File: src/rtl/uart_rx_if.sv
// Receive-side bundle for the 9N1 serial receiver: the serial line plus the
// valid/ack word handoff and the error flags.
interface uart_rx_if;
    logic       rx;
    logic [8:0] data;
    logic       data_valid;
    logic       data_ack;
    logic       framing_error;
    logic       overrun;

    modport master (
        input  rx,
        input  data_ack,
        output data,
        output data_valid,
        output framing_error,
        output overrun
    );

    modport slave (
        output rx,
        output data_ack,
        input  data,
        input  data_valid,
        input  framing_error,
        input  overrun
    );
endinterface

File: src/rtl/uart_rx.sv
// 9N1 serial receiver: oversampled rx, start/stop validation, valid/ack holding register.
// Define UART_RX_MAJORITY_EN for 2-of-3 majority sampling around each mid-bit point.
module uart_rx #(
    parameter int CLKS_PER_BIT = 16
) (
    input  logic     clock,
    input  logic     reset_n,
    uart_rx_if.master bus
);
    localparam int CW = $clog2(CLKS_PER_BIT);
    localparam logic [CW-1:0] BIT_TC = CW'(CLKS_PER_BIT - 1);
`ifdef UART_RX_MAJORITY_EN
    localparam logic [CW-1:0] START_TC = CW'(CLKS_PER_BIT / 2);
`else
    localparam logic [CW-1:0] START_TC = CW'(CLKS_PER_BIT / 2 - 1);
`endif

    // state | meaning: IDLE line idle | START verify start at mid-bit | DATA shift 9 bits
    //                  STOP check stop bit | WAIT_HIGH line stuck low after a framing error
    typedef enum logic [2:0] {IDLE, START, DATA, STOP, WAIT_HIGH} state_t;

    state_t        state_q, state_d;
    logic [CW-1:0] cnt_q, cnt_d;
    logic [3:0]    idx_q, idx_d;
    logic [8:0]    shift_q, shift_d;
    logic          done_q, done_d;
    logic          ok_q, ok_d;
    logic          rx_m, rx_s;
    logic          sample;
    logic [8:0]    data_q;
    logic          valid_q, ferr_q, ovr_q;

    always_ff @(posedge clock or negedge reset_n) begin
        if (!reset_n) begin
            rx_m <= 1'b1;
            rx_s <= 1'b1;
        end else begin
            rx_m <= bus.rx;
            rx_s <= rx_m;
        end
    end

`ifdef UART_RX_MAJORITY_EN
    // Decision at mid+1 votes over rx_s at mid-1, mid and mid+1.
    logic [1:0] rx_hist;
    always_ff @(posedge clock or negedge reset_n) begin
        if (!reset_n) rx_hist <= 2'b11;
        else          rx_hist <= {rx_hist[0], rx_s};
    end
    assign sample = (rx_hist[1] & rx_hist[0]) | (rx_hist[1] & rx_s) | (rx_hist[0] & rx_s);
`else
    assign sample = rx_s;
`endif

    always_ff @(posedge clock or negedge reset_n) begin
        if (!reset_n) begin
            state_q <= IDLE;
            cnt_q   <= '0;
            idx_q   <= '0;
            shift_q <= '0;
            done_q  <= 1'b0;
            ok_q    <= 1'b0;
        end else begin
            state_q <= state_d;
            cnt_q   <= cnt_d;
            idx_q   <= idx_d;
            shift_q <= shift_d;
            done_q  <= done_d;
            ok_q    <= ok_d;
        end
    end

    always_comb begin
        state_d = state_q;
        cnt_d   = cnt_q + 1'b1;
        idx_d   = idx_q;
        shift_d = shift_q;
        done_d  = 1'b0;
        ok_d    = 1'b0;
        case (state_q)
            IDLE: begin
                cnt_d = '0;
                if (!rx_s) state_d = START;
            end
            START: begin
                if (cnt_q == START_TC) begin
                    cnt_d   = '0;
                    idx_d   = '0;
                    state_d = sample ? IDLE : DATA;
                end
            end
            DATA: begin
                if (cnt_q == BIT_TC) begin
                    cnt_d   = '0;
                    shift_d = {sample, shift_q[8:1]};
                    if (idx_q == 4'd8) state_d = STOP;
                    else               idx_d   = idx_q + 4'd1;
                end
            end
            STOP: begin
                if (cnt_q == BIT_TC) begin
                    cnt_d   = '0;
                    done_d  = 1'b1;
                    ok_d    = sample;
                    state_d = sample ? IDLE : WAIT_HIGH;
                end
            end
            WAIT_HIGH: begin
                cnt_d = '0;
                if (rx_s) state_d = IDLE;
            end
            default: state_d = IDLE;
        endcase
    end

    // Frame verdict is registered, so the holding register updates one edge after the stop sample.
    always_ff @(posedge clock or negedge reset_n) begin
        if (!reset_n) begin
            data_q  <= '0;
            valid_q <= 1'b0;
            ferr_q  <= 1'b0;
            ovr_q   <= 1'b0;
        end else begin
            ferr_q <= done_q & ~ok_q;
            if (valid_q && bus.data_ack) ovr_q <= 1'b0;
            if (done_q && ok_q) begin
                if (!valid_q || bus.data_ack) begin
                    data_q  <= shift_q;
                    valid_q <= 1'b1;
                end else begin
                    ovr_q <= 1'b1;
                end
            end else if (valid_q && bus.data_ack) begin
                valid_q <= 1'b0;
            end
        end
    end

    assign bus.data          = data_q;
    assign bus.data_valid    = valid_q;
    assign bus.framing_error = ferr_q;
    assign bus.overrun       = ovr_q;
endmodule

File: src/flat_wrapper.sv
// flat-port wrapper written by rule: the top's interface ports become plain ports
module uart_rx_flat 
#(
    parameter int CLKS_PER_BIT = 16
)
  (clock, reset_n, bus_rx, bus_data_ack, bus_data, bus_data_valid, bus_framing_error, bus_overrun);
  uart_rx_if bus_i ();
  input  logic clock;
  input  logic reset_n;
  input wire logic [$bits(bus_i.rx)-1:0] bus_rx;
  input wire logic [$bits(bus_i.data_ack)-1:0] bus_data_ack;
  output wire logic [$bits(bus_i.data)-1:0] bus_data;
  output wire logic [$bits(bus_i.data_valid)-1:0] bus_data_valid;
  output wire logic [$bits(bus_i.framing_error)-1:0] bus_framing_error;
  output wire logic [$bits(bus_i.overrun)-1:0] bus_overrun;
  assign bus_i.rx = bus_rx;
  assign bus_i.data_ack = bus_data_ack;
  assign bus_data = bus_i.data;
  assign bus_data_valid = bus_i.data_valid;
  assign bus_framing_error = bus_i.framing_error;
  assign bus_overrun = bus_i.overrun;
  uart_rx #(.CLKS_PER_BIT(CLKS_PER_BIT)) u_core (.clock(clock), .reset_n(reset_n), .bus(bus_i));
endmodule
File: config.mk
export PLATFORM = sky130hd
export DESIGN_NAME = uart_rx_flat
export DESIGN_NICKNAME = d
export VERILOG_FILES = /design/src/rtl/uart_rx_if.sv /design/src/rtl/uart_rx.sv /design/src/flat_wrapper.sv
export SDC_FILE = /design/constraint.sdc
export NUM_CORES = 1
export LEC_CHECK = 0
export CORE_ASPECT_RATIO = 2
export CORE_MARGIN = 4
export CORE_UTILIZATION = 49
export CTS_CLUSTER_SIZE = 28
export DETAILED_ROUTE_END_ITERATION = 10
export GPL_TIMING_DRIVEN = 0
export PLACE_DENSITY = 0.73
export SLEW_MARGIN = 20
export SYNTH_ARGS = -nofsm -noshare
export SYNTH_HDL_FRONTEND = slang
export SYNTH_SLANG_ARGS = --single-unit
File: constraint.sdc
create_clock -name clock -period 1.4 [get_ports clock]
set_input_delay 0.21 -clock clock [delete_from_list [all_inputs] [get_ports clock]]
set_output_delay 0.21 -clock clock [all_outputs]
set_load 0.005 [all_outputs]
==> out/metrics.yaml <==
clock_tree:
  clk_latency_ns: 0.29
  cts_max_path_buffers: 2
  cts.sinks: 36
  clk_pin_slew_worst_paths_ns: 0.07
  cts_buffers: 5
  cts_tree: "yes"
  cts-htree-levels: 2
  root_buffer: "clkbuf_8"
power:
  vdd.ir_drop.worst_uv: 1070
  pwr-share-seq_pct: 43.0
  switchingPower_uw: 561
  p_per_area_nw_per_um2: 1300
  total_power_mw: 2.69
  p_leak_nw: 0.982
  clkPwrFrac_pct: 46.8
  power_frac_comb_pct: 10.3
  p_int_mw: 2.13
  swShare_pct: 20.8
die:
  fp.dieW_um: 47.4
  die_y_um: 86.8
  std_cell_rows: 28
  ioPinCount: 16
  core-area_um2: 2980
  initial_core_util_pct: 51.1
  dieArea_um2: 4110
timing:
  max-slew-margin-rel_pct: 64.9
  min_period_ns: 1.57
  setup_tns_ns: -1.55
  hold_ws_ns: 0.318
  post-route-period-util_pct: 112
  clock_skew_ns: 0.00563
  slew_violations: 0
  rsz0062_at_grt: "true"
  fin_ws_ns: -0.169
  hold_viol: 0
  worst_pin_slew_ns: 0.525
  setup_viol: 14
  fmax_ghz: 0.637
outcome:
  violations: "negative setup slack"
  status: "finished, violations left"
critical_path:
  ff2ff_path_depth: 7
  arrival_ns: 1.75
  path_class: "flip-flop to flip-flop"
  end_kind: "flip-flop"
  crit_fanout: 5
  cp.required_ns: 1.58
  start_kind: "flip-flop"
placement:
  io_buffers: 15
  place_hpwl_um: 1890
  place_area_um2: 1750
  gp_congestion: 0.779
routing:
  wl_per_cell_um: 15.7
  drt_wl_total_um: 2850
  dr.first_iter.drc_count: 14
  vias_per_cell: 5.69
  drc: 0
  num_vias: 1035
  antenna_left: 0
  dr.pass1.iters: 4
finish:
  regArea_um2: 903
  final_layout_size_suffix_gt1_share_pct: 39.5
  antenna_cells: 0
  num-fill-cells: 210
  fin_nets: 158
  multi_input_area_um2: 687
  stdcell_area_um2: 2070
  syn_to_final_growth_pct: 36.0
yosys:
  synth_cell_types: 38
  syn_area_per_cell_um2: 12.9
  yosysSeqAreaShare_pct: 59.4
  synth_cells: 118
  synthesis.area_um2: 1520
  synth_fp_nets: 125
  yosys_register_bits: 36
  yosysWarnings: 0
grt:
  first_global_vias: 1074
  gr-usage-all-layers_pct: 15.9
  overflow: 0
  antenna_found_initial: 0
  grt_pass1_wl_um: 4630
  grt_max_degree: 27
flow_run:
  drv_cap: 0
hold_path:
  min_path_type: "primary input to asynchronous set/reset pin"
[power groups by stage]
stage | clock network [mW] | registers, mW | logic, mW
after global placement | 0 | 1.17 | 0.195
after CTS | 1.28 | 1.15 | 0.230
after detailed placement | 0 | 1.17 | 0.211
after floorplan | 0 | 1.16 | 0.145
final | 1.26 | 1.16 | 0.277
after global routing | 1.33 | 1.16 | 0.308
[cell families after synthesis]
logic type | share of synthesized area, %
flip-flops | 59.4
AND/OR/NAND/NOR | 12.6
multiplexers | 14.6
AO/OA/AOI/OAI | 7.41
buffers and inverters | 2.30
adder cells (fa/ha/maj) | 2.47
XOR/XNOR | 1.15
[critical path, cell delays in order, from the launching register on]
cell and delay (ns):
dfrtp_1 0.42, ha_4 0.19, buf_4 0.14, buf_6 0.11, nor4bb_4 0.14, nor3_2 0.21
mux2i_1 0.20, nor2_1 0.06
[worst paths after layout]
| check | slack, ns | start | to |
|---|---|---|---|
| max in group asynchronous | 0.60 | reset_n | u_core.rx_m |
| min reg2reg | 0.37 | u_core.rx_m | u_core.rx_s |
| min | 0.32 | reset_n | u_core.bus.data[4] |
| max reg2reg | -0.17 | u_core.cnt_q[1] | u_core.state_q[0] |
| max | -0.17 | u_core.cnt_q[1] | u_core.state_q[0] |
| min in group clock | 0.32 | bus_rx | u_core.rx_m |
[synthesized netlist by cell type]
cell	n	area [um2]
mux2i_1	2	20.0
o2bb2ai_1	1	8.76
nand2b_1	1	6.26
nand2_1	5	18.8
buf_2	1	5.00
ha_1	3	37.5
nor3b_1	2	15.0
xor2_1	1	8.76
or4_4	1	11.3
a21oi_1	4	20.0
and4b_1	1	10.0
o21a_1	1	7.51
nand4_1	1	6.26
or2_2	1	6.26
mux2_2	18	203
nand4b_1	1	8.76
a21oi_2	1	8.76
dfstp_2	2	52.6
a21o_1	1	7.51
nor2_1	5	18.8
buf_4	1	7.51
o21ai_0	3	15.0
a31oi_1	2	12.5
and2_1	2	12.5
o31ai_1	1	7.51
xnor2_1	1	8.76
nor2b_1	3	18.8
nor3_1	1	5.00
a41oi_1	1	8.76
nand2_2	1	6.26
o31a_1	1	8.76
inv_1	6	22.5
dfrtp_1	34	851
nand3_1	4	20.0
or3b_2	1	8.76
o211ai_1	1	7.51
and4_1	1	8.76
nor4bb_1	1	10.0
[registers in the layout, indices dropped and copies added, names as in the netlist]
register / flops
u_core.cnt_q: 4
u_core.rx_m: 1
u_core.bus.overrun: 1
u_core.bus.data_valid: 1
u_core.bus.framing_error: 1
u_core.idx_q: 4
u_core.shift_q: 9
u_core.rx_s: 1
u_core.bus.data: 9
u_core.state_q: 3
u_core.done_q: 1
u_core.ok_q: 1
[layout make-up]
class / count / area share, %
inverters: 6 / 1.09
clock inverters: 3 / 4.36
plain buffers: 2 / 0.605
repair buffers: 26 / 11.9
multi-input cells: 74 / 33.2
well taps: 30 / 1.82
clock buffers: 5 / 3.33
flip-flops and latches: 36 / 43.7
[per-stage QoR]
step                std cells  utilization (%)  worst slack [ns]
finish                    182             69.4            -0.169
global route              182             69.4            -0.236
CTS                       178             67.0            -0.137
detailed placement        164             58.9            -0.350
global placement          163             58.4            -0.607
floorplan                 118                -           -0.0400
[repair_timing]
| action | CTS | global route |
|---|---|---|
| hold buffers | 1 | 0 |
| endpoints found under the hold margin | 10 | 0 |
| setup endpoints to repair | 24 | 18 |
| resized for setup | 11 | 11 |
| setup buffers | 5 | 4 |
| pin swaps | 4 | 11 |
[cells in the final DEF (no fill, tap or decap), types with 2 or more instances in the layout]
cell type         n
mux2_4            8
nor2_1            5
a21oi_1           4
nand3_1           3
dfstp_2           2
clkdlybuf4s50_1  13
bufinv_16         3
clkbuf_8          5
nand2_1           2
mux2_2           10
buf_2             2
dfrtp_1          34
buf_4             9
inv_1             5
mux2i_1           2
nand2_2           3
nor2b_1           2
a31oi_1           2
[layer usage]
| layer | wire length, um | part of all wire [%] | global-route usage, % |
|---|---|---|---|
| met1 | 1050 | 37 | 15.5 |
| met2 | 1650 | 58 | 28.2 |
| met3 | 87 | 3.0 | 4.37 |
| met4 | 64 | 2.2 | 7.56 |
| met5 | 0 | 0 | 0 |
(Power assumes the default switching activity.)
==> edit 1, RTL diff (same settings) <==
`shift_q` no longer has a reset.
--- a/src/rtl/uart_rx.sv
+++ b/src/rtl/uart_rx.sv
@@ -58,5 +58,4 @@
             cnt_q   <= '0;
             idx_q   <= '0;
-            shift_q <= '0;
             done_q  <= 1'b0;
             ok_q    <= 1'b0;
@@ -65,8 +64,11 @@
             cnt_q   <= cnt_d;
             idx_q   <= idx_d;
-            shift_q <= shift_d;
             done_q  <= done_d;
             ok_q    <= ok_d;
         end
+    end
+
+    always_ff @(posedge clock) begin
+        shift_q <= shift_d;
     end
 
Behaviour: same outputs for any inputs over 10 cycles, from zero or initial values and one cycle with reset_n low; that may be too few to reach the edited logic, so the function may still have changed.
==> edit 1 against the original RTL <==
The flow still finishes with violations (setup timing); sequential cell count unchanged; synthesized area decreased by 1.6%; wire length down 2.8%; non-clock buffer count is 2 higher; design area fell by 2.7%; utilization fell by 1.0 points; setup slack worse by 58 ps; critical path type unchanged; largest cell class unchanged.
Power is not compared: it rests on default switching activity, and its combinational part moved more than twofold at a synthesized area within 25%.
==> edit 1: results (changes against the original RTL) <==
| Metric | Value |
|---|---|
| Status | `finished, violations left (unchanged)` |
| Failing checks | `setup timing (unchanged)` |
| Final setup violating endpoints | `15 (was 14)` |
| Synth area leaders | `dfrtp_1 42%, edfxtp_1 18%, mux2_2 7.5% (was dfrtp_1 56%, mux2_2 13%, dfstp_2 3.5%)` |
| Top cells by count, synth | `25 x dfrtp_1, 10 x mux2_2, 9 x edfxtp_1 (was 34 x dfrtp_1, 18 x mux2_2, 6 x inv_1)` |
| WL/cell | `15.9 um (was 15.7 um)` |
| Max Cap Violations | `0 (unchanged)` |
| Layout fillers | `216 (was 210)` |
| Critical Path Fanout Max | `10 (was 5)` |
| Syn nets | `117 (was 125)` |
| Slew at the pin closest to its max-slew limit | `606 ps (was 525 ps)` |
| GR Layer Usage met2 | `0.261 (was 0.282)` |
| Sequential fraction of the synthesis area | `0.634 (was 0.594)` |
| Worst Slack Setup Final | `-227 ps (was -169 ps)` |
| Met1 Use GR | `0.172 (was 0.155)` |
| Detailed Place HPWL | `1.87 mm (was 1.89 mm)` |
| Vias in the first global route | `1019 (was 1074)` |
| CP max-delay cell | `or3b_4 (was dfrtp_1)` |
| Reg2reg start | `u_core.state_q[0] (was u_core.cnt_q[1])` |
| Initial DRC Count | `19 (was 14)` |
| Port Buffers | `15 (unchanged)` |
| Arrival time of the worst setup path | `1810 ps (was 1750 ps)` |
| Unique masters post-synth | `37 (was 38)` |
| Net count, final | `151 (was 158)` |
| FFs w/ async S/R, synth | `0.750 (was 1.00)` |
| RD Place Congestion | `0.776 (was 0.779)` |
| Worst-Skew Late Latency | `290 ps (about the same)` |
| TritonRoute pass-1 iters | `6 (was 4)` |
| First-pass GRT wire length | `4.64 mm (was 4.63 mm)` |
| Total negative slack | `-2990 ps (was -1550 ps)` |
| Via count | `989 (was 1035)` |
| Share of layout cells above drive strength 1 | `0.352 (was 0.395)` |
| Post-synth EDFFs | `9 (was 0)` |
| Clock Skews | `3.48 ps (was 5.63 ps)` |
| Largest net degree at the start of global routing | `28 (was 27)` |
| FF-to-FF End | `u_core.idx_q[0] (was u_core.state_q[0])` |
| Total track usage | `0.162 (was 0.159)` |
==> edit 1: report_power, final <==
group / internal, mW / total, mW / switching (mW)
combinational: 0.631 / 1.16 / 0.528
sequential: 1.19 / 1.31 / 0.115
clock: 0.527 / 0.900 / 0.373
==> edit 1: per-layer routing <==
layer	wire [um]	vias to the layer above
li1	-	461
met1	986	496
met2	1590	23
met3	117	9
met4	82	0
met5	0	-
==> edit 1: how the worst max path moves through the flow <==
stage                 startpoint            endpoint  slack, ps  cells after the start
2_1_floorplan  u_core.state_q[0]   u_core.shift_q[0]       -140                      3
3_3_place_gp        bus_data_ack  u_core.bus.data[0]       -330                      4
3_5_place_dp        bus_data_ack  u_core.bus.data[4]       -380                      4
4_1_cts          u_core.cnt_q[0]   u_core.state_q[1]       -240                      5
5_1_grt        u_core.state_q[2]     u_core.idx_q[1]       -280                      5
6_report       u_core.state_q[0]     u_core.idx_q[0]       -230                      6
==> edit 1: kinds of logic (layout without fill, tap and decap cells) <==
kind of cell | Yosys count | in the layout | synth area share
AOI/OAI and AO/OA | 15 | 15 | 0.0753
xor gates and xnor gates | 3 | 3 | 0.0176
adders and majority gates | 3 | 3 | 0.0251
buffers and inverters | 9 | 44 | 0.0376
DFF | 36 | 36 | 0.634
muxes | 11 | 11 | 0.0819
and+or+nand+nor | 33 | 33 | 0.129
==> edit 1: through the flow <==
stage | cell area, um2 | hold slack, ps | worst slack, ps | total power [mW] | std cells
floorplan | 1540 | -85.6 | -135 | 2.02 | 110
global placement | 1720 | 346 | -327 | 2.15 | 155
detailed placement | 1720 | 258 | -376 | 2.19 | 155
CTS | 1930 | 314 | -236 | 3.24 | 170
global route | 2010 | 312 | -280 | 3.55 | 175
finish | 2010 | 323 | -227 | 3.36 | 175
==> edit 1: what timing repair did <==
item                                    CTS  global route
pin swaps                                 4             4
endpoints found under the setup margin   25            23
hold buffers                              1             0
gates cloned                              0             0
resized for setup                         6             9
buffers inserted                          6             5
hold endpoints to repair                 25             0
==> edit 1: worst max-delay path, delay by kind of cell, from the launching register on <==
| kind | cells | cell delay (ps) |
|---|---|---|
| AO/OA/AOI/OAI | 3 | 470 |
| AND/OR/NAND/NOR | 1 | 410 |
| flip-flops | 1 | 380 |
| buffers and inverters | 2 | 250 |
==> edit 1: layout make-up <==
type | instances | area share
flip-flops and latches | 36 | 0.471
multi-input cells | 65 | 0.291
repair buffers | 27 | 0.136
clock buffers | 5 | 0.0342
clock inverters | 3 | 0.0211
well taps | 30 | 0.0187
plain buffers | 3 | 0.0168
inverters | 6 | 0.0112
==> edit 2, RTL diff (config.mk and constraints unchanged) <==
Without the edit above. The option `UART_RX_MAJORITY_EN` is turned on by a define.
--- a/src/rtl/uart_rx.sv
+++ b/src/rtl/uart_rx.sv
@@ -1,4 +1,6 @@
 // 9N1 serial receiver: oversampled rx, start/stop validation, valid/ack holding register.
 // Define UART_RX_MAJORITY_EN for 2-of-3 majority sampling around each mid-bit point.
+`define UART_RX_MAJORITY_EN
+
 module uart_rx #(
     parameter int CLKS_PER_BIT = 16
Function: same outputs for any inputs over 10 cycles, from zero or initial values and one cycle with reset_n low; that may be too few to reach the edited logic, so the function may still have changed.
==> edit 2 against the original RTL <==
The flow still finishes with violations (setup timing); design area is 8.7% higher; synthesized area grew 8.3%; sequential cell count rose by 2; die area grew 7.2%; wire length is 6.1% higher; setup slack worse by 150 ps; fmax down 8.9%.
Power is not compared: it rests on default switching activity, and its combinational part moved more than twofold at a synthesized area within 25%.
==> edit 2: results (changes against the original RTL) <==
| Metric | Value |
|---|---|
| Share of layout cells above drive strength 1 | `0.390 (was 0.395)` |
| Hold_ws | `333 ps (was 318 ps)` |
| Via count | `1089 (was 1035)` |
| FF-to-FF End | `u_core.state_q[1] (was u_core.state_q[0])` |
| CP max-delay cell | `or3b_1 (was dfrtp_1)` |
| Worst Slack Setup Final | `-322 ps (was -169 ps)` |
| Total negative slack | `-4090 ps (was -1550 ps)` |
| Min-Delay Startpoint | `bus_rx` |
| Net count, final | `179 (was 158)` |
| Initial antenna violation count | `0 (unchanged)` |
| Clock Skews | `9.31 ps (was 5.63 ps)` |
| Final-report max-slew violation count | `0 (unchanged)` |
| TritonRoute pass-1 iters | `4 (unchanged)` |
| Status | `finished, violations left (unchanged)` |
| Syn nets | `140 (was 125)` |
| Top cells by count, synth | `34 x dfrtp_1, 18 x mux2_2, 9 x inv_1, 9 x nor2_1, 6 x nand2_1 (was 34 x dfrtp_1, 18 x mux2_2, 6 x inv_1)` |
| Cts bufs inserted | `5 (unchanged)` |
| FFs w/ async S/R, synth | `1.00 (unchanged)` |
| Worst min path class | `in2reg (was in2async)` |
| Leakage | `1.07 nW` |
| Via density | `5.36 (was 5.69)` |
| Power share of the sequential group | `0.425` |
| Pint | `2.29 mW` |
| First-pass GRT wire length | `5.42 mm (was 4.63 mm)` |
| RD Place Congestion | `0.746 (was 0.779)` |
| Unique masters post-synth | `40 (was 38)` |
| Port Buffers | `15 (unchanged)` |
| Cells after Synth | `132 (was 118)` |
| Critical Path Fanout Max | `4 (was 5)` |
| Failing checks | `setup timing (unchanged)` |
| Max_slew headroom | `0.737 (was 0.649)` |
| Final setup violating endpoints | `17 (was 14)` |
| Reg2reg path depth | `7 (unchanged)` |
| Delay-heaviest family, CP | `simple AND/OR/NAND/NOR gates (was flip-flops)` |
| Detailed Route WL | `3.03 mm (was 2.85 mm)` |
| Worst path max stage delay | `350 ps (was 420 ps)` |
| Hold depth | `1` |
| Synth area leaders | `dfrtp_1 52%, mux2_2 12%, dfstp_2 6.4% (was dfrtp_1 56%, mux2_2 13%, dfstp_2 3.5%)` |
| Layout fillers | `233 (was 210)` |
| Detailed Place HPWL | `2.00 mm (was 1.89 mm)` |
| Sequential fraction of the synthesis area | `0.581 (was 0.594)` |
| Clock transition at path regs | `70 ps (about the same)` |
| Total track usage | `0.153 (was 0.159)` |
| Arrival time of the worst setup path | `1890 ps (was 1750 ps)` |
| Vias in the first global route | `1184 (was 1074)` |
| H-tree levels | `2 (unchanged)` |
| Antenna Cells | `0 (unchanged)` |
| Top pwr grp | `registers` |
| Place WS | `-365 ps (was -350 ps)` |
| Initial DRC Count | `11 (was 14)` |
| Reg2reg start | `u_core.state_q[1] (was u_core.cnt_q[1])` |
| Worst-Skew Late Latency | `280 ps` |
## edit 2: through the flow
step	cell area, um2	total power, mW	util
after floorplan	1680	2.18	-
after global placement	1870	2.34	0.585
after detailed placement	1890	2.41	0.592
after CTS	2170	3.40	0.679
after global routing	2250	3.65	0.704
final	2250	3.43	0.704
## edit 2: final cells by class
cell class	instances	area, um2	share of cell area
well taps	31	38.8	0.0173
flip-flops and latches	38	957	0.426
plain buffers	4	35.0	0.0156
clock buffers	6	72.6	0.0323
clock inverters	2	10.0	0.00445
inverters	9	33.8	0.0150
repair buffers	32	354	0.158
multi-input cells	81	746	0.332
## edit 2: timing repair
item	in CTS	in global routing
endpoints found under the setup margin	26	31
hold buffers	1	0
pin swaps	6	7
setup buffers	12	2
resized for setup	19	10
cloned	0	1
endpoints found under the hold margin	10	0
## edit 2: worst max-delay path by stage
stage / from / cells after the start / end / slack [ps]
floorplan: u_core.cnt_q[0] / 6 / u_core.state_q[1] / -190
global placement: reset_n / 1 / u_core.bus.data[4] / -660
detailed placement: bus_data_ack / 4 / u_core.bus.data[2] / -370
CTS: u_core.state_q[1] / 7 / u_core.state_q[1] / -310
global route: u_core.state_q[1] / 7 / u_core.state_q[1] / -390
finish: u_core.state_q[1] / 7 / u_core.state_q[1] / -320
## edit 2: per-layer routing
layer / GRT usage / vias up / routed length [um] / share of wire
li1: - / 529 / - / -
met1: 0.174 / 539 / 1170 / 0.39
met2: 0.267 / 16 / 1700 / 0.56
met3: 0.0348 / 5 / 90 / 0.030
met4: 0.0607 / 0 / 62 / 0.020
met5: 0 / - / 0 / 0
## edit 2: cell families after synthesis
family                     share of synthesized area
AOI/OAI and AO/OA                             0.0904
xor gates and xnor gates                      0.0160
adders and majority gates                     0.0365
buffers and inverters                         0.0372
DFF                                            0.581
muxes                                          0.123
and+or+nand+nor                                0.116
